<file path="src/rtl/dram_req_arbiter.sv">
// Round-robin arbiter sharing one DRAM request/write-data/read-data FIFO set between two clients.
// Read data is steered back to the issuing client through an in-order tag queue.
module dram_req_arbiter #(
    parameter int unsigned PAGE_LEN      = 4,
    parameter int unsigned LOG_ADDR_SIZE = 4,
    parameter int unsigned LOG_REQ_SIZE  = 5,
    parameter int unsigned TAG_DEPTH     = 4
) (
    input  logic                         clk,
    input  logic                         rst,

    input  logic                         c0_rq_valid,
    input  logic [LOG_REQ_SIZE-1:0]      c0_rq_data,
    input  logic [PAGE_LEN-1:0]          c0_wd_data,
    output logic                         c0_rq_ready,
    output logic                         c0_rd_valid,
    output logic [PAGE_LEN-1:0]          c0_rd_data,
    input  logic                         c0_rd_ready,

    input  logic                         c1_rq_valid,
    input  logic [LOG_REQ_SIZE-1:0]      c1_rq_data,
    input  logic [PAGE_LEN-1:0]          c1_wd_data,
    output logic                         c1_rq_ready,
    output logic                         c1_rd_valid,
    output logic [PAGE_LEN-1:0]          c1_rd_data,
    input  logic                         c1_rd_ready,

    output logic                         frq_write_en,
    output logic [LOG_REQ_SIZE-1:0]      frq_write_data,
    input  logic                         frq_full,

    output logic                         fout_write_en,
    output logic [PAGE_LEN-1:0]          fout_write_data,
    input  logic                         fout_full,

    output logic                         fin_read_en,
    input  logic [PAGE_LEN-1:0]          fin_read_data,
    input  logic                         fin_empty,

    output logic [$clog2(TAG_DEPTH):0]   outstanding,
    output logic                         error
);

    localparam int unsigned PTR_W = $clog2(TAG_DEPTH);
    localparam int unsigned CNT_W = PTR_W + 1;

    logic               rr_last;
    logic               tag_mem [TAG_DEPTH];
    logic [PTR_W-1:0]   wr_ptr;
    logic [PTR_W-1:0]   rd_ptr;
    logic [CNT_W-1:0]   count;

    logic tq_full;
    logic tq_empty;
    logic c0_is_wr;
    logic c1_is_wr;
    logic elig0;
    logic elig1;
    logic gnt0;
    logic gnt1;
    logic rd_push;
    logic head_tag;
    logic head_free;
    logic pop;

    // Eligibility, round-robin grant and return-path pop decision
    always_comb begin
        tq_full   = (count == CNT_W'(TAG_DEPTH));
        tq_empty  = (count == '0);
        c0_is_wr  = c0_rq_data[LOG_ADDR_SIZE];
        c1_is_wr  = c1_rq_data[LOG_ADDR_SIZE];
        elig0     = c0_rq_valid & !frq_full & (c0_is_wr ? !fout_full : !tq_full);
        elig1     = c1_rq_valid & !frq_full & (c1_is_wr ? !fout_full : !tq_full);
        // rr_last names the client served last; the other one wins a tie
        gnt0      = elig0 & (!elig1 | rr_last);
        gnt1      = elig1 & (!elig0 | !rr_last);
        rd_push   = (gnt0 & !c0_is_wr) | (gnt1 & !c1_is_wr);
        head_tag  = tag_mem[rd_ptr];
        head_free = head_tag ? (!c1_rd_valid | c1_rd_ready) : (!c0_rd_valid | c0_rd_ready);
        pop       = !fin_empty & !tq_empty & head_free;
    end

    // Same-cycle FIFO push / client handshake outputs, forced quiet during reset
    always_comb begin
        c0_rq_ready     = gnt0 & !rst;
        c1_rq_ready     = gnt1 & !rst;
        frq_write_en    = (gnt0 | gnt1) & !rst;
        frq_write_data  = '0;
        fout_write_en   = ((gnt0 & c0_is_wr) | (gnt1 & c1_is_wr)) & !rst;
        fout_write_data = '0;
        fin_read_en     = pop & !rst;
        if (c0_rq_ready) begin
            frq_write_data = c0_rq_data;
        end else if (c1_rq_ready) begin
            frq_write_data = c1_rq_data;
        end
        if (fout_write_en) begin
            fout_write_data = gnt0 ? c0_wd_data : c1_wd_data;
        end
    end

    assign outstanding = count;

    // Arbitration history, tag queue pointers, holding registers and sticky error
    always_ff @(posedge clk or posedge rst) begin
        if (rst) begin
            rr_last     <= 1'b1;
            wr_ptr      <= '0;
            rd_ptr      <= '0;
            count       <= '0;
            c0_rd_valid <= 1'b0;
            c0_rd_data  <= '0;
            c1_rd_valid <= 1'b0;
            c1_rd_data  <= '0;
            error       <= 1'b0;
        end else begin
            if (gnt0) begin
                rr_last <= 1'b0;
            end else if (gnt1) begin
                rr_last <= 1'b1;
            end

            if (rd_push) begin
                wr_ptr <= wr_ptr + PTR_W'(1);
            end
            if (pop) begin
                rd_ptr <= rd_ptr + PTR_W'(1);
            end
            count <= count + CNT_W'(rd_push) - CNT_W'(pop);

            if (pop && !head_tag) begin
                c0_rd_data  <= fin_read_data;
                c0_rd_valid <= 1'b1;
            end else if (c0_rd_ready) begin
                c0_rd_valid <= 1'b0;
            end

            if (pop && head_tag) begin
                c1_rd_data  <= fin_read_data;
                c1_rd_valid <= 1'b1;
            end else if (c1_rd_ready) begin
                c1_rd_valid <= 1'b0;
            end

            // Read data arriving with nothing outstanding is left in the FIFO and flagged
            if (!fin_empty && tq_empty) begin
                error <= 1'b1;
            end
        end
    end

    // Tag storage needs no reset: entries are only read behind the write pointer
    always_ff @(posedge clk) begin
        if (rd_push) begin
            tag_mem[wr_ptr] <= gnt1;
        end
    end

endmodule

</file>
<file path="config.mk">
export PLATFORM = sky130hd
export DESIGN_NAME = dram_req_arbiter
export DESIGN_NICKNAME = d
export VERILOG_FILES = /design/src/rtl/dram_req_arbiter.sv
export SDC_FILE = /design/constraint.sdc
export NUM_CORES = 1
export LEC_CHECK = 0
export CORE_ASPECT_RATIO = 1.4
export CORE_MARGIN = 8
export CORE_UTILIZATION = 38
export CTS_BUF_LIST = sky130_fd_sc_hd__clkbuf_16
export CTS_CLUSTER_SIZE = 30
export DETAILED_ROUTE_END_ITERATION = 10
export PLACE_DENSITY = 0.75
export SETUP_SLACK_MARGIN = 0.1
export SLEW_MARGIN = 20
export SYNTH_ARGS = -nofsm -noshare
export SYNTH_HDL_FRONTEND = slang
export SYNTH_SLANG_ARGS = --single-unit
export TNS_END_PERCENT = 20
</file>
<file path="constraint.sdc">
create_clock -name clk -period 2.7 [get_ports clk]
set_clock_uncertainty 0.15 [all_clocks]
set_input_delay 0.54 -clock clk [delete_from_list [all_inputs] [get_ports clk]]
set_output_delay 0.54 -clock clk [all_outputs]
set_load 0.02 [all_outputs]
</file>
== After elaboration in Yosys (flattened, before gate mapping) ==
Memory sizes are Yosys's and may differ from the RTL's.
Cells that the tools add are included.
Storage, ports and cells
  flip-flop bits (word level): 19
  RAM bits: 4
  input bits: 31
  output and inout port bits: 28
  logic and storage cells: 75
  memories kept: 1
Cells by class
  add/sub/neg operators: 4
  eq/ne operators: 1
  muxes and demuxes: 15
  bitwise logic cells: 24
  reduce and logical (&&, ||, !) cells: 21
Memory list
  tag_mem: depth 4, bits a word 1, read ports 1, clocked after Yosys merged registers in 0, write ports 1, RTL line 48  | logic tag_mem [TAG_DEPTH];
Operator list (count)
  $and A1 B1 Y1: 17
  $logic_not A1 Y1: 14
  $mux W1: 11
  $mux W5: 2
  $mux W4: 2
  $or A1 B1 Y1: 7
  $reduce_bool A2 Y1: 3
  $add A2 B1 Y2 const B: 2
  $add A3 B1 Y3: 1
  $eq A3 B3 Y1 const B: 1
  $logic_and A1 B1 Y1: 3
  $logic_not A3 Y1: 1
  $sub A3 B1 Y3: 1

== Logic depth before layout (Yosys ltp) ==
Gate-level depths: netlist of run 1.
  depth after elaboration: 11
  depth in mapped cells: 10
  gate-level depth less buffers: 10

== Worst setup path after synthesis of run 1 ==
OpenSTA, ideal clock, no wires.
  path type: register to output
  start: reg count[1] (netlist: outstanding[1])
  end: out fout_write_data[2]
  arrival: 2.085 ns
  data required time: 2.010 ns
  path slack: -0.075 ns
  cell stages (with the launch flop): 6
  cells stage by stage: dfrtp_1 > or4b_4 > and4_4 > buf_6 > or3b_1 > a21oi_1
On the way
  word-level cells in the longest chain between the ends: 11
  elaborated cells on any way between the ends: 18
RTL lines
  start, declared: RTL line 51  | logic [CNT_W-1:0] count;
  start signal, assigned: RTL line 129  | count <= count + CNT_W'(rd_push) - CNT_W'(pop);
  $eq A3 B3 Y1 *: RTL line 68  | tq_full = (count == CNT_W'(TAG_DEPTH));
  $logic_not A1 Y1 *: RTL line 72, 73
  $mux W1, on equally long branches: RTL line 73, 72
  $and A1 B1 Y1, on equally long branches: RTL line 73, 72
  $logic_not A1 Y1, on equally long branches: RTL line 75, 76
  $or A1 B1 Y1, on equally long branches: RTL line 75, 76
  $and A1 B1 Y1, on equally long branches: RTL line 75, 76
  $and A1 B1 Y1: RTL line 89  | fout_write_en = ((gnt0 & c0_is_wr) | (gnt1 & c1_is_wr)) & !rst;
  $or A1 B1 Y1: RTL line 89
  $and A1 B1 Y1: RTL line 89
  $mux W4 *: RTL line 97  | if (fout_write_en) begin
  end, declared: RTL line 33  | output logic [PAGE_LEN-1:0] fout_write_data,
Mark *: on every way between the ends. The rest lies on a longest branch, timed or not.

== Worst setup path in the final report of run 1 ==
  start: in c1_rq_data[4]
  end: out fout_write_data[0]
On the way
  word-level cells in the longest chain between the ends: 9
  elaborated cells on any way between the ends: 12
RTL lines
  start, declared: RTL line 21  | input logic [LOG_REQ_SIZE-1:0] c1_rq_data,
  $mux W1: RTL line 73  | elig1 = c1_rq_valid & !frq_full & (c1_is_wr ? !fout_full : !tq_full);
  $and A1 B1 Y1: RTL line 73
  $logic_not A1 Y1: RTL line 75  | gnt0 = elig0 & (!elig1 | rr_last);
  $or A1 B1 Y1: RTL line 75
  $and A1 B1 Y1: RTL line 75
  $and A1 B1 Y1: RTL line 89
  $or A1 B1 Y1: RTL line 89
  $and A1 B1 Y1: RTL line 89
  $mux W4 *: RTL line 97
Marked as above.

==> impl_metrics.xml, run 1 <==
<?xml version="1.0" encoding="UTF-8"?>
<metrics>
  <group name="layout">
    <metric name="synthToLayoutAreaGrowth" unit="%">84.7</metric>
    <metric name="number_of_filler_cells_placed_in_the_layout" unit="">278</metric>
    <metric name="multi_input_area" unit="sq um">883</metric>
    <metric name="post_route_cells_drive_above_1_share" unit="">0.451</metric>
    <metric name="seqCellArea" unit="sq um">597</metric>
    <metric name="finalNetCount" unit="">265</metric>
    <metric name="antenna-diode-count" unit="">0</metric>
  </group>
  <group name="grt">
    <metric name="grt-ovfl-total" unit="">0</metric>
    <metric name="first_pass_grt_wire_length" unit="mm">7.54</metric>
    <metric name="grt_pass1_vias" unit="">1602</metric>
    <metric name="grt_max_degree" unit="">14</metric>
    <metric name="global_route.usage.total" unit="">0.165</metric>
    <metric name="antenna_found_initial" unit="">0</metric>
  </group>
  <group name="sta">
    <metric name="highest_clock_rate" unit="MHz">360</metric>
    <metric name="hold_ws" unit="ns">0.324</metric>
    <metric name="final_period_util" unit="">1.03</metric>
    <metric name="postLayoutSetupSlackWorst" unit="ns">-0.0749</metric>
    <metric name="timing.slew.headroom" unit="">0.767</metric>
    <metric name="layout_min_cycle_time" unit="ns">2.77</metric>
    <metric name="report.final.setup_viol" unit="">4</metric>
    <metric name="rsz0062_at_grt" unit="">yes</metric>
    <metric name="final-hold-violation-count" unit="">0</metric>
    <metric name="final_max_slew_viol_count" unit="">0</metric>
    <metric name="pin_slew_with_the_least_headroom_to_its_limit" unit="ns">0.348</metric>
  </group>
  <group name="clocking">
    <metric name="worstSkewPairLatency" unit="ns">0.25</metric>
    <metric name="tritoncts" unit="">done</metric>
    <metric name="cts_hold_buffers" unit="">0</metric>
    <metric name="cts.htree.levels" unit="">1</metric>
    <metric name="cts-buffers-inserted" unit="">3</metric>
    <metric name="ctsLongestPathBuffers" unit="">2</metric>
    <metric name="cts_sinks" unit="">23</metric>
    <metric name="clock-root-buffer" unit="">sky130_fd_sc_hd__clkbuf_16</metric>
    <metric name="clkTransAtPathRegs" unit="ns">0.06</metric>
  </group>
  <group name="placement">
    <metric name="gp_congestion" unit="">0.862</metric>
    <metric name="preCtsSetupSlack" unit="ns">-0.908</metric>
    <metric name="detailedPlacementHpwl" unit="mm">3.42</metric>
    <metric name="port_buffers" unit="">58</metric>
  </group>
  <group name="critical_path">
    <metric name="worst-endpoint-arrival" unit="ns">2.08</metric>
    <metric name="minimum_setup_slack_among_reg_to_reg_paths" unit="ns">0</metric>
    <metric name="endpoint_kind" unit="">output pin</metric>
    <metric name="timing.critical_path.required" unit="ns">2.01</metric>
    <metric name="r2r-end" unit="">outstanding[2]$_DFF_PP0_</metric>
    <metric name="crit_type" unit="">input pin to output pin</metric>
    <metric name="worst-path-max-fanout" unit="">6</metric>
    <metric name="reg2reg_from" unit="">rd_ptr[0]$_DFFE_PP0P_</metric>
    <metric name="worstRegToRegCells" unit="">10</metric>
    <metric name="worstSetupStartpointType" unit="">input pin</metric>
  </group>
  <group name="synth">
    <metric name="post-synth-top-area-cell" unit="">sky130_fd_sc_hd__dfrtp_1</metric>
    <metric name="ys.flop_type" unit="">sky130_fd_sc_hd__dfrtp_1</metric>
    <metric name="synth_largest_type_area_fraction" unit="">0.327</metric>
    <metric name="yosys_warnings" unit="">0</metric>
    <metric name="syn-cell-area" unit="sq um">1380</metric>
    <metric name="synth.avg_cell_area" unit="sq um">10.9</metric>
    <metric name="synth.lib_cells_used.distinct" unit="">35</metric>
    <metric name="syn_inst" unit="">126</metric>
    <metric name="edff_count_synth" unit="">4</metric>
    <metric name="mappedNetlistNets" unit="">164</metric>
    <metric name="synth-seq-area-share" unit="">0.433</metric>
    <metric name="yosys-top-cells-area" unit="">sky130_fd_sc_hd__dfrtp_1, sky130_fd_sc_hd__edfxtp_1, sky130_fd_sc_hd__mux2_2</metric>
    <metric name="synth-seq-cells" unit="">23</metric>
    <metric name="ys_async_sr_fraction" unit="">0.826</metric>
  </group>
  <group name="detailed_routing">
    <metric name="post_route_ant_nets" unit="">0</metric>
    <metric name="route.vias.total" unit="">1357</metric>
    <metric name="via_per_inst" unit="">5.06</metric>
    <metric name="wl_per_cell" unit="um">17.6</metric>
    <metric name="detail_route.drc_violations" unit="">0</metric>
    <metric name="detail_route.wirelength" unit="mm">4.71</metric>
    <metric name="firstDrtPassIters" unit="">4</metric>
    <metric name="drt_first_iter_violations" unit="">32</metric>
  </group>
  <group name="die">
    <metric name="floorplan.io_pins" unit="">59</metric>
    <metric name="die_area" unit="sq um">5840</metric>
    <metric name="die_height" unit="um">87.2</metric>
    <metric name="std_cell_rows" unit="">26</metric>
    <metric name="start_util" unit="">0.385</metric>
    <metric name="die_w" unit="um">66.9</metric>
    <metric name="core-area" unit="sq um">3580</metric>
  </group>
  <group name="worst_hold_path">
    <metric name="hold_class" unit="">flop to flop</metric>
    <metric name="start_point_of_the_worst_min_delay_path" unit="">error$_DFFE_PP0P_</metric>
    <metric name="hold_path_cell_cnt" unit="">1</metric>
    <metric name="worst_hold_end" unit="">error$_DFFE_PP0P_</metric>
  </group>
  <group name="pwr">
    <metric name="powerDensity" unit="nW/um^2">862</metric>
    <metric name="power.ir.vdd_worst" unit="mV">0.628</metric>
    <metric name="leakage_power_figure" unit="nW">1.13</metric>
  </group>
  <group name="job">
    <metric name="max_cap_violations" unit="">0</metric>
  </group>
  <group name="run_status">
    <metric name="failed_checks" unit="">negative setup slack</metric>
    <metric name="outcome" unit="">finished, violations left</metric>
  </group>
</metrics>
[cell usage after synthesis, types with 2 or more instances]
cell type                   n
sky130_fd_sc_hd__inv_1     13
sky130_fd_sc_hd__mux2_2    10
sky130_fd_sc_hd__a21oi_1    7
sky130_fd_sc_hd__nor3_1     3
sky130_fd_sc_hd__dfrtp_1   18
sky130_fd_sc_hd__nand2b_1   3
sky130_fd_sc_hd__xnor2_1    5
sky130_fd_sc_hd__nand2_1    3
sky130_fd_sc_hd__o21ai_0    5
sky130_fd_sc_hd__nor2_1     3
sky130_fd_sc_hd__edfxtp_1   4
sky130_fd_sc_hd__nor4_1     2
sky130_fd_sc_hd__or3b_2     3
sky130_fd_sc_hd__nand3_1    3
sky130_fd_sc_hd__nor4b_1    2
sky130_fd_sc_hd__nor3b_1   10
sky130_fd_sc_hd__o21a_1     5
sky130_fd_sc_hd__ha_1       6
sky130_fd_sc_hd__and2_1     5
[flip-flops by register name (all words and copies together), names as in the netlist]
| name | count |
|---|---|
| c0_rd_valid | 1 |
| rr_last | 1 |
| outstanding | 3 |
| c1_rd_valid | 1 |
| c1_rd_data | 4 |
| wr_ptr | 2 |
| error | 1 |
| c0_rd_data | 4 |
| tag_mem | 4 |
| rd_ptr | 2 |
[power by group]
part / switching (mW) / internal (mW) / total (mW)
sequential: 0.0957 / 0.515 / 0.611
clock: 0.117 / 0.197 / 0.314
combinational: 0.584 / 0.683 / 1.27
[placed cells by master (no fill, tap or decap), types with 3 or more instances in the layout]
cell type / synthesis / routed
sky130_fd_sc_hd__buf_4: 0 / 40
sky130_fd_sc_hd__clkdlybuf4s50_1: 0 / 38
sky130_fd_sc_hd__dfrtp_1: 18 / 18
sky130_fd_sc_hd__inv_1: 13 / 12
sky130_fd_sc_hd__mux2_2: 10 / 9
sky130_fd_sc_hd__buf_6: 1 / 9
sky130_fd_sc_hd__nor3b_1: 10 / 5
sky130_fd_sc_hd__o21a_1: 5 / 5
sky130_fd_sc_hd__xnor2_1: 5 / 4
sky130_fd_sc_hd__or3b_4: 0 / 4
sky130_fd_sc_hd__nor3b_2: 0 / 4
sky130_fd_sc_hd__and2_1: 5 / 4
sky130_fd_sc_hd__ha_1: 6 / 4
sky130_fd_sc_hd__clkbuf_16: 0 / 4
sky130_fd_sc_hd__dlygate4sd2_1: 0 / 4
sky130_fd_sc_hd__edfxtp_1: 4 / 4
sky130_fd_sc_hd__nor3_1: 3 / 3
sky130_fd_sc_hd__a21oi_1: 7 / 3
sky130_fd_sc_hd__a21oi_2: 0 / 3
sky130_fd_sc_hd__o21ai_1: 0 / 3
sky130_fd_sc_hd__clkbuf_2: 0 / 3
[layout make-up]
class	instances	share of cell area
Inverter	13	0.0202
Tap cell	42	0.0206
Multi-Input combinational cell	88	0.347
Timing Repair Buffer	98	0.347
Clock inverter	1	0.00147
Clock buffer	3	0.0295
Sequential cell	23	0.235
[how the worst max path moves through the flow]
stage,from,end
after CTS,outstanding[1]$_DFF_PP0_,fout_write_data[0]
after global placement,c1_rq_data[4],fout_write_data[0]
after floorplan,rd_ptr[0]$_DFFE_PP0P_,outstanding[2]$_DFF_PP0_
after detailed placement,c1_rq_data[4],fout_write_data[0]
after global routing,outstanding[1]$_DFF_PP0_,fout_write_data[2]
final,c1_rq_data[4],fout_write_data[0]
[per-layer routing]
metal	vias up	wire, um	GRT usage
met5	-	0	0
met4	0	86	0.0611
met3	9	348	0.0541
met2	50	2530	0.315
met1	647	1740	0.153
li1	651	-	-
[kinds of logic (layout without fill, tap and decap cells)]
| kind of cell | count (synthesis) | after routing | synth area share |
|---|---|---|---|
| buf+inv | 15 | 115 | 0.0463 |
| mux | 11 | 11 | 0.0981 |
| fa+ha+maj | 7 | 7 | 0.0690 |
| simple gates | 43 | 43 | 0.221 |
| xor+xnor | 5 | 5 | 0.0318 |
| compound gates | 22 | 22 | 0.101 |
| flops | 23 | 23 | 0.433 |
[timing repair]
item | 4_1_cts | 5_1_grt
pin swaps | 12 | 13
endpoints found under the setup margin | 16 | 16
setup buffers | 8 | 1
gates resized for setup | 94 | 27
hold endpoints to repair | 0 | 0
gates cloned | 0 | 1
[worst max-delay path, cell delays in order]
cell and delay, ns:
sky130_fd_sc_hd__buf_6 0.09, sky130_fd_sc_hd__or4b_4 0.54, sky130_fd_sc_hd__and4_4 0.25, sky130_fd_sc_hd__or3b_4 0.40
sky130_fd_sc_hd__a21oi_4 0.13, sky130_fd_sc_hd__buf_6 0.13
[per-stage QoR]
| stage | utilization | cell area [sq um] | cells | setup TNS (ns) | power (mW) |
|---|---|---|---|---|---|
| after global routing | 0.711 | 2540 | 268 | -0.705 | 2.34 |
| final | 0.711 | 2540 | 268 | -0.272 | 2.19 |
| after CTS | 0.679 | 2430 | 266 | -0.346 | 2.13 |
| after detailed placement | 0.627 | 2240 | 254 | -10.09 | 1.73 |
| after global placement | 0.627 | 2240 | 254 | -9.58 | 1.66 |
| after floorplan | - | 1400 | 126 | -0.0280 | 1.19 |
Power figures use the tool's default switching activity.
==> run 2, diff against run 1 <==
- CORE_UTILIZATION: 38 -> 45
- PLACE_DENSITY: 0.75 -> 0.83
- clock period: 2.7 -> 3.4 ns (I/O delays scaled with it)
==> run 2 against run 1 <==
The flow now finishes without violations. Sequential power decreased by 19%. Via count decreased by 3.6%. Non-clock buffer count decreased by 18. Sequential share of layout area increased by 2.9 points. Cell count decreased by 7.8%. Clock power decreased by 19%. Critical endpoint is now fout_write_data[1]. Largest cell class unchanged.
==> impl_metrics.xml, run 2 (synthesis results as in run 1) <==
<?xml version="1.0" encoding="UTF-8"?>
<metrics>
  <group name="worst_hold_path">
    <metric name="hold_class" unit="">flop to flop</metric>
    <metric name="hold_path_cell_cnt" unit="">1</metric>
  </group>
  <group name="detailed_routing">
    <metric name="route.vias.total" unit="">1308</metric>
    <metric name="post_route_ant_nets" unit="">0</metric>
    <metric name="drt_first_iter_violations" unit="">43</metric>
    <metric name="via_per_inst" unit="">5.30</metric>
    <metric name="wl_per_cell" unit="um">18.0</metric>
    <metric name="detail_route.drc_violations" unit="">0</metric>
    <metric name="detail_route.wirelength" unit="mm">4.45</metric>
    <metric name="firstDrtPassIters" unit="">4</metric>
  </group>
  <group name="sta">
    <metric name="report.final.setup_viol" unit="">0</metric>
    <metric name="timing.slew.headroom" unit="">0.735</metric>
    <metric name="layout_min_cycle_time" unit="ns">3.31</metric>
    <metric name="hold_ws" unit="ns">0.351</metric>
    <metric name="postLayoutSetupSlackWorst" unit="ns">0.0867</metric>
    <metric name="highest_clock_rate" unit="MHz">302</metric>
    <metric name="final_period_util" unit="">0.975</metric>
    <metric name="final_max_slew_viol_count" unit="">0</metric>
    <metric name="fin_tns_setup" unit="ns">0</metric>
    <metric name="final-hold-violation-count" unit="">0</metric>
    <metric name="rsz0062_at_grt" unit="">yes</metric>
    <metric name="pin_slew_with_the_least_headroom_to_its_limit" unit="ns">0.396</metric>
  </group>
  <group name="layout">
    <metric name="number_of_filler_cells_placed_in_the_layout" unit="">222</metric>
    <metric name="synthToLayoutAreaGrowth" unit="%">64.2</metric>
    <metric name="seqCellArea" unit="sq um">597</metric>
    <metric name="antenna-diode-count" unit="">0</metric>
    <metric name="multi_input_area" unit="sq um">761</metric>
    <metric name="mostFrequentLayoutCell" unit="">sky130_fd_sc_hd__clkdlybuf4s50_1</metric>
    <metric name="layout.core_utilization" unit="">0.746</metric>
    <metric name="layout.cells.most_common_list" unit="">sky130_fd_sc_hd__clkdlybuf4s50_1, sky130_fd_sc_hd__buf_4, sky130_fd_sc_hd__dfrtp_1</metric>
    <metric name="post_route_cells_drive_above_1_share" unit="">0.298</metric>
    <metric name="finalNetCount" unit="">247</metric>
    <metric name="top_regs" unit="">c0_rd_data (4), c1_rd_data (4), tag_mem (4)</metric>
  </group>
  <group name="pwr">
    <metric name="power_switching_share" unit="">0.371</metric>
    <metric name="p_sw" unit="uW">587</metric>
    <metric name="powerDensity" unit="nW/um^2">700</metric>
    <metric name="power" unit="mW">1.58</metric>
    <metric name="internal_power" unit="uW">996</metric>
    <metric name="combPwrFrac" unit="">0.525</metric>
    <metric name="part_of_the_power_in_registers" unit="">0.314</metric>
    <metric name="share_clk_of_total_power" unit="">0.161</metric>
    <metric name="leakage_power_figure" unit="nW">0.990</metric>
    <metric name="power.ir.vdd_worst" unit="mV">0.534</metric>
  </group>
  <group name="critical_path">
    <metric name="critical_path.cell_chain" unit="">clkdlybuf4s50_1 -&gt; nand2b_1 -&gt; or3_4 -&gt; or3b_2 -&gt; a21oi_2 -&gt; buf_4</metric>
    <metric name="cpPeakStageDelay" unit="ns">0.48</metric>
    <metric name="timing.critical_path.required" unit="ns">2.57</metric>
    <metric name="worst-endpoint-arrival" unit="ns">2.48</metric>
    <metric name="crit_type" unit="">input pin to output pin</metric>
    <metric name="worstSetupStartpointType" unit="">input pin</metric>
    <metric name="endpoint_kind" unit="">output pin</metric>
    <metric name="worst-path-max-fanout" unit="">8</metric>
    <metric name="worst_path_max_delay_cell" unit="">sky130_fd_sc_hd__or3b_2</metric>
    <metric name="worstRegToRegCells" unit="">10</metric>
  </group>
  <group name="placement">
    <metric name="port_buffers" unit="">58</metric>
    <metric name="gp_congestion" unit="">0.910</metric>
    <metric name="detailedPlacementHpwl" unit="mm">3.35</metric>
    <metric name="preCtsSetupSlack" unit="ns">-0.511</metric>
  </group>
  <group name="clocking">
    <metric name="cts_hold_buffers" unit="">0</metric>
    <metric name="cts.htree.levels" unit="">1</metric>
    <metric name="tritoncts" unit="">done</metric>
    <metric name="cts_sinks" unit="">23</metric>
    <metric name="clock-root-buffer" unit="">sky130_fd_sc_hd__clkbuf_16</metric>
    <metric name="cts-buffers-inserted" unit="">3</metric>
    <metric name="clkTransAtPathRegs" unit="ns">0.06</metric>
    <metric name="ctsLongestPathBuffers" unit="">2</metric>
    <metric name="worstSkewPairLatency" unit="ns">0.26</metric>
  </group>
  <group name="grt">
    <metric name="grt_pass1_vias" unit="">1476</metric>
    <metric name="antenna_found_initial" unit="">0</metric>
    <metric name="global_route.usage.total" unit="">0.175</metric>
    <metric name="first_pass_grt_wire_length" unit="mm">7.10</metric>
    <metric name="grt-ovfl-total" unit="">0</metric>
    <metric name="grt_max_degree" unit="">20</metric>
  </group>
  <group name="die">
    <metric name="floorplan.io_pins" unit="">59</metric>
    <metric name="start_util" unit="">0.454</metric>
    <metric name="std_cell_rows" unit="">24</metric>
    <metric name="die_w" unit="um">62.8</metric>
    <metric name="core-area" unit="sq um">3030</metric>
    <metric name="die_height" unit="um">81.5</metric>
    <metric name="die_area" unit="sq um">5110</metric>
  </group>
  <group name="run_status">
    <metric name="outcome" unit="">finished clean</metric>
  </group>
  <group name="job">
    <metric name="max_cap_violations" unit="">0</metric>
  </group>
</metrics>
==> run 2: power groups by stage <==
stage	clock network (mW)	registers (mW)	logic, mW
CTS	0.258	0.496	0.837
floorplan	0	0.595	0.342
finish	0.254	0.497	0.831
global placement	0	0.486	0.781
detailed placement	0	0.495	0.819
global route	0.271	0.508	0.901
==> run 2: timing repair <==
item                       CTS  global route
buffers inserted             1             0
pin swaps                    4             0
setup endpoints to repair   13            10
resized for setup           46             4
==> run 2: critical path, delay by kind of cell <==
family	cells	cell delay, ns
simple gates	3	1.08
compound gates	1	0.14
buf+inv	2	0.58
==> run 2: metrics by stage <==
stage	instance area, sq um	std cells
after global placement	2150	242
after CTS	2260	247
after global routing	2260	247
after detailed placement	2150	242
after floorplan	1380	126
final	2260	247
==> run 2: metal layers <==
layer / share of wire / GRT usage
met1: 0.36 / 0.163
met2: 0.57 / 0.353
met3: 0.054 / 0.0409
met4: 0.019 / 0.0801
met5: 0 / 0
==> run 2: final timing paths <==
kind                                  startpoint                  endpoint  slack [ns]
min in group asynchronous                    rst   c1_rd_valid$_DFFE_PP0P_        0.93
hold reg to reg                error$_DFFE_PP0P_         error$_DFFE_PP0P_        0.35
hold / removal                 error$_DFFE_PP0P_         error$_DFFE_PP0P_        0.35
max in group asynchronous                    rst       rr_last$_DFFE_PP1N_        1.90
setup / recovery                        frq_full        fout_write_data[1]        0.09
setup reg to reg           rd_ptr[0]$_DFFE_PP0P_  outstanding[2]$_DFF_PP0_        0.42
==> run 2: area by class of cell <==
type,count,area share
clock buffers,3,0.0332
clock inverters,1,0.00221
inverters,13,0.0216
multi-input cells,88,0.336
flip-flops and latches,23,0.264
well taps,39,0.0216
repair buffers,80,0.321
==> run 3, diff against run 2 <==
- RECOVER_POWER: unset -> 25
==> run 3 against run 2 <==
Design area down 0.33%. Hold slack better by 0.0011 ns. Non-clock buffer count unchanged. Sequential power about the same. Total power down 0.20%. Die area unchanged. Maximum frequency about the same. Core utilization down 0.25 points. Combinational power about the same. Sequential share of layout area up 0.088 points. Via count up 0.54%. Clock-buffer cell count unchanged. Largest cell class unchanged. Highest routed layer unchanged.
==> impl_metrics.xml, run 3 (synthesis results as in run 1) <==
<?xml version="1.0" encoding="UTF-8"?>
<metrics>
  <group name="clocking">
    <metric name="tritoncts" unit="">done</metric>
    <metric name="cts.htree.levels" unit="">1</metric>
    <metric name="clkTransAtPathRegs" unit="ns">0.06</metric>
    <metric name="cts_sinks" unit="">23</metric>
    <metric name="clock-root-buffer" unit="">sky130_fd_sc_hd__clkbuf_16</metric>
    <metric name="worstSkewPairLatency" unit="ns">0.26</metric>
    <metric name="cts-buffers-inserted" unit="">3</metric>
    <metric name="ctsLongestPathBuffers" unit="">2</metric>
  </group>
  <group name="critical_path">
    <metric name="timing.critical_path.required" unit="ns">2.57</metric>
    <metric name="endpoint_kind" unit="">output pin</metric>
    <metric name="worst-path-max-fanout" unit="">8</metric>
    <metric name="worst_path_max_delay_cell" unit="">sky130_fd_sc_hd__or3b_2</metric>
    <metric name="critical_path.cell_chain" unit="">clkdlybuf4s50_1 -&gt; and2_4 -&gt; or3_4 -&gt; or3b_2 -&gt; a21oi_2 -&gt; buf_4</metric>
    <metric name="crit_type" unit="">input pin to output pin</metric>
    <metric name="worstSetupStartpointType" unit="">input pin</metric>
    <metric name="worst-endpoint-arrival" unit="ns">2.48</metric>
    <metric name="worst-path-stages" unit="">6</metric>
    <metric name="worstPathBufferInverterCount" unit="">2</metric>
    <metric name="minimum_setup_slack_among_reg_to_reg_paths" unit="ns">0.42</metric>
    <metric name="worstRegToRegCells" unit="">10</metric>
    <metric name="cpLargestDelayFamily" unit="">simple AND/OR/NAND/NOR gates</metric>
    <metric name="cpPeakStageDelay" unit="ns">0.48</metric>
  </group>
  <group name="job">
    <metric name="max_cap_violations" unit="">0</metric>
  </group>
  <group name="worst_hold_path">
    <metric name="hold_path_cell_cnt" unit="">1</metric>
    <metric name="hold_class" unit="">flop to flop</metric>
  </group>
  <group name="pwr">
    <metric name="share_clk_of_total_power" unit="">0.160</metric>
    <metric name="power.ir.vdd_worst" unit="mV">0.534</metric>
    <metric name="power" unit="mW">1.58</metric>
    <metric name="leakage_power_figure" unit="nW">0.984</metric>
    <metric name="powerDensity" unit="nW/um^2">701</metric>
    <metric name="p_sw" unit="uW">585</metric>
    <metric name="part_of_the_power_in_registers" unit="">0.315</metric>
    <metric name="internal_power" unit="uW">994</metric>
    <metric name="combPwrFrac" unit="">0.525</metric>
    <metric name="power_switching_share" unit="">0.371</metric>
  </group>
  <group name="grt">
    <metric name="antenna_found_initial" unit="">0</metric>
    <metric name="grt-ovfl-total" unit="">0</metric>
    <metric name="first_pass_grt_wire_length" unit="mm">7.10</metric>
    <metric name="grt_pass1_vias" unit="">1476</metric>
    <metric name="grt_max_degree" unit="">20</metric>
    <metric name="global_route.usage.total" unit="">0.175</metric>
  </group>
  <group name="run_status">
    <metric name="outcome" unit="">finished clean</metric>
  </group>
  <group name="sta">
    <metric name="rsz0062_at_grt" unit="">yes</metric>
    <metric name="report.final.setup_viol" unit="">0</metric>
    <metric name="final_max_slew_viol_count" unit="">0</metric>
    <metric name="fin_tns_setup" unit="ns">0</metric>
    <metric name="pin_slew_with_the_least_headroom_to_its_limit" unit="ns">1.07</metric>
    <metric name="highest_clock_rate" unit="MHz">302</metric>
    <metric name="hold_ws" unit="ns">0.353</metric>
    <metric name="final-hold-violation-count" unit="">0</metric>
    <metric name="final_period_util" unit="">0.975</metric>
    <metric name="timing.slew.headroom" unit="">0.286</metric>
    <metric name="layout_min_cycle_time" unit="ns">3.31</metric>
  </group>
  <group name="layout">
    <metric name="postLayoutCellArea" unit="sq um">2250</metric>
    <metric name="top_regs" unit="">c0_rd_data (4), c1_rd_data (4), tag_mem (4)</metric>
    <metric name="layout.cells.most_common_list" unit="">sky130_fd_sc_hd__clkdlybuf4s50_1, sky130_fd_sc_hd__buf_4, sky130_fd_sc_hd__dfrtp_1</metric>
    <metric name="post_route_cells_drive_above_1_share" unit="">0.288</metric>
    <metric name="mostFrequentLayoutCell" unit="">sky130_fd_sc_hd__clkdlybuf4s50_1</metric>
    <metric name="number_of_filler_cells_placed_in_the_layout" unit="">224</metric>
    <metric name="antenna-diode-count" unit="">0</metric>
    <metric name="fin_cells" unit="">247</metric>
    <metric name="synthToLayoutAreaGrowth" unit="%">63.7</metric>
    <metric name="multi_input_area" unit="sq um">761</metric>
    <metric name="seqCellArea" unit="sq um">597</metric>
    <metric name="finalNetCount" unit="">247</metric>
  </group>
  <group name="detailed_routing">
    <metric name="detail_route.drc_violations" unit="">0</metric>
    <metric name="wl_per_cell" unit="um">17.9</metric>
    <metric name="via_per_inst" unit="">5.32</metric>
    <metric name="post_route_ant_nets" unit="">0</metric>
    <metric name="firstDrtPassIters" unit="">4</metric>
    <metric name="drt_first_iter_violations" unit="">35</metric>
    <metric name="route.vias.total" unit="">1315</metric>
    <metric name="detail_route.wirelength" unit="mm">4.43</metric>
  </group>
  <group name="die">
    <metric name="start_util" unit="">0.454</metric>
    <metric name="std_cell_rows" unit="">24</metric>
    <metric name="floorplan.io_pins" unit="">59</metric>
    <metric name="die_height" unit="um">81.5</metric>
    <metric name="die_w" unit="um">62.8</metric>
    <metric name="die_area" unit="sq um">5110</metric>
    <metric name="core-area" unit="sq um">3030</metric>
  </group>
  <group name="placement">
    <metric name="port_buffers" unit="">58</metric>
    <metric name="detailed_place.area" unit="sq um">2150</metric>
    <metric name="gp_congestion" unit="">0.910</metric>
    <metric name="placedCellCount" unit="">242</metric>
    <metric name="detailedPlacementHpwl" unit="mm">3.35</metric>
  </group>
</metrics>
-- run 3: cell count changes in the layout (fill, tap and decap cells not counted), sizes merged --
cell / previous run / this run
buf: 27 / 25
clkbuf: 3 / 5
clkdlybuf4s50: 43 / 41
dlygate4sd3: 0 / 2
-- run 3: worst reg2reg max path: stages (launching register included) --
cell and delay (ns):
sky130_fd_sc_hd__dfrtp_1 0.41, sky130_fd_sc_hd__mux4_2 0.60, sky130_fd_sc_hd__mux2_2 0.32, sky130_fd_sc_hd__nand2_1 0.15
sky130_fd_sc_hd__inv_1 0.07, sky130_fd_sc_hd__ha_1 0.27, sky130_fd_sc_hd__inv_1 0.04, sky130_fd_sc_hd__ha_1 0.18
sky130_fd_sc_hd__fa_1 0.37, sky130_fd_sc_hd__xnor2_1 0.18, sky130_fd_sc_hd__xnor2_1 0.16
-- run 3: cell type report --
type / count / share of cell area
clock buffers: 3 / 0.0333
clock inverters: 1 / 0.00222
well taps: 39 / 0.0216
multi-input cells: 88 / 0.337
repair buffers: 80 / 0.319
flip-flops and latches: 23 / 0.265
inverters: 13 / 0.0216
-- run 3: worst paths after layout --
path / end / from
setup / recovery: fout_write_data[1] / fout_full
hold / removal: error$_DFFE_PP0P_ / error$_DFFE_PP0P_
setup reg to reg: outstanding[2]$_DFF_PP0_ / rd_ptr[0]$_DFFE_PP0P_
hold reg to reg: error$_DFFE_PP0P_ / error$_DFFE_PP0P_
max in group asynchronous: outstanding[2]$_DFF_PP0_ / rst
min in group asynchronous: c0_rd_valid$_DFFE_PP0P_ / rst
-- run 3: layer usage --
layer / global-route usage / routed length, um / up-vias
met3: 0.0409 / 260 / 7
met1: 0.163 / 1580 / 637
li1: - / - / 620
met2: 0.353 / 2510 / 51
met4: 0.0801 / 86 / 0
met5: 0 / 0 / -
-- run 3: power groups by stage --
| stage | logic [mW] | registers, mW | clock network [mW] |
|---|---|---|---|
| after global placement | 0.781 | 0.486 | 0 |
| after CTS | 0.837 | 0.496 | 0.258 |
| final | 0.829 | 0.497 | 0.253 |
| after global routing | 0.899 | 0.508 | 0.271 |
| after detailed placement | 0.819 | 0.495 | 0 |
| after floorplan | 0.342 | 0.595 | 0 |
-- run 3: metrics by stage --
stage / utilization / setup slack, ns
after detailed placement: 0.709 / -0.511
final: 0.743 / 0.0867
after global routing: 0.743 / 0.0200
after global placement: 0.709 / -0.432
after floorplan: - / 0.369
after CTS: 0.744 / 0.0638
-- run 3: repair_timing --
action | CTS | global route
cloned | 0 | 0
pin swaps | 4 | 0
buffers inserted | 1 | 0
hold buffers | 0 | 0
setup endpoints to repair | 13 | 10
gates resized for setup | 46 | 4
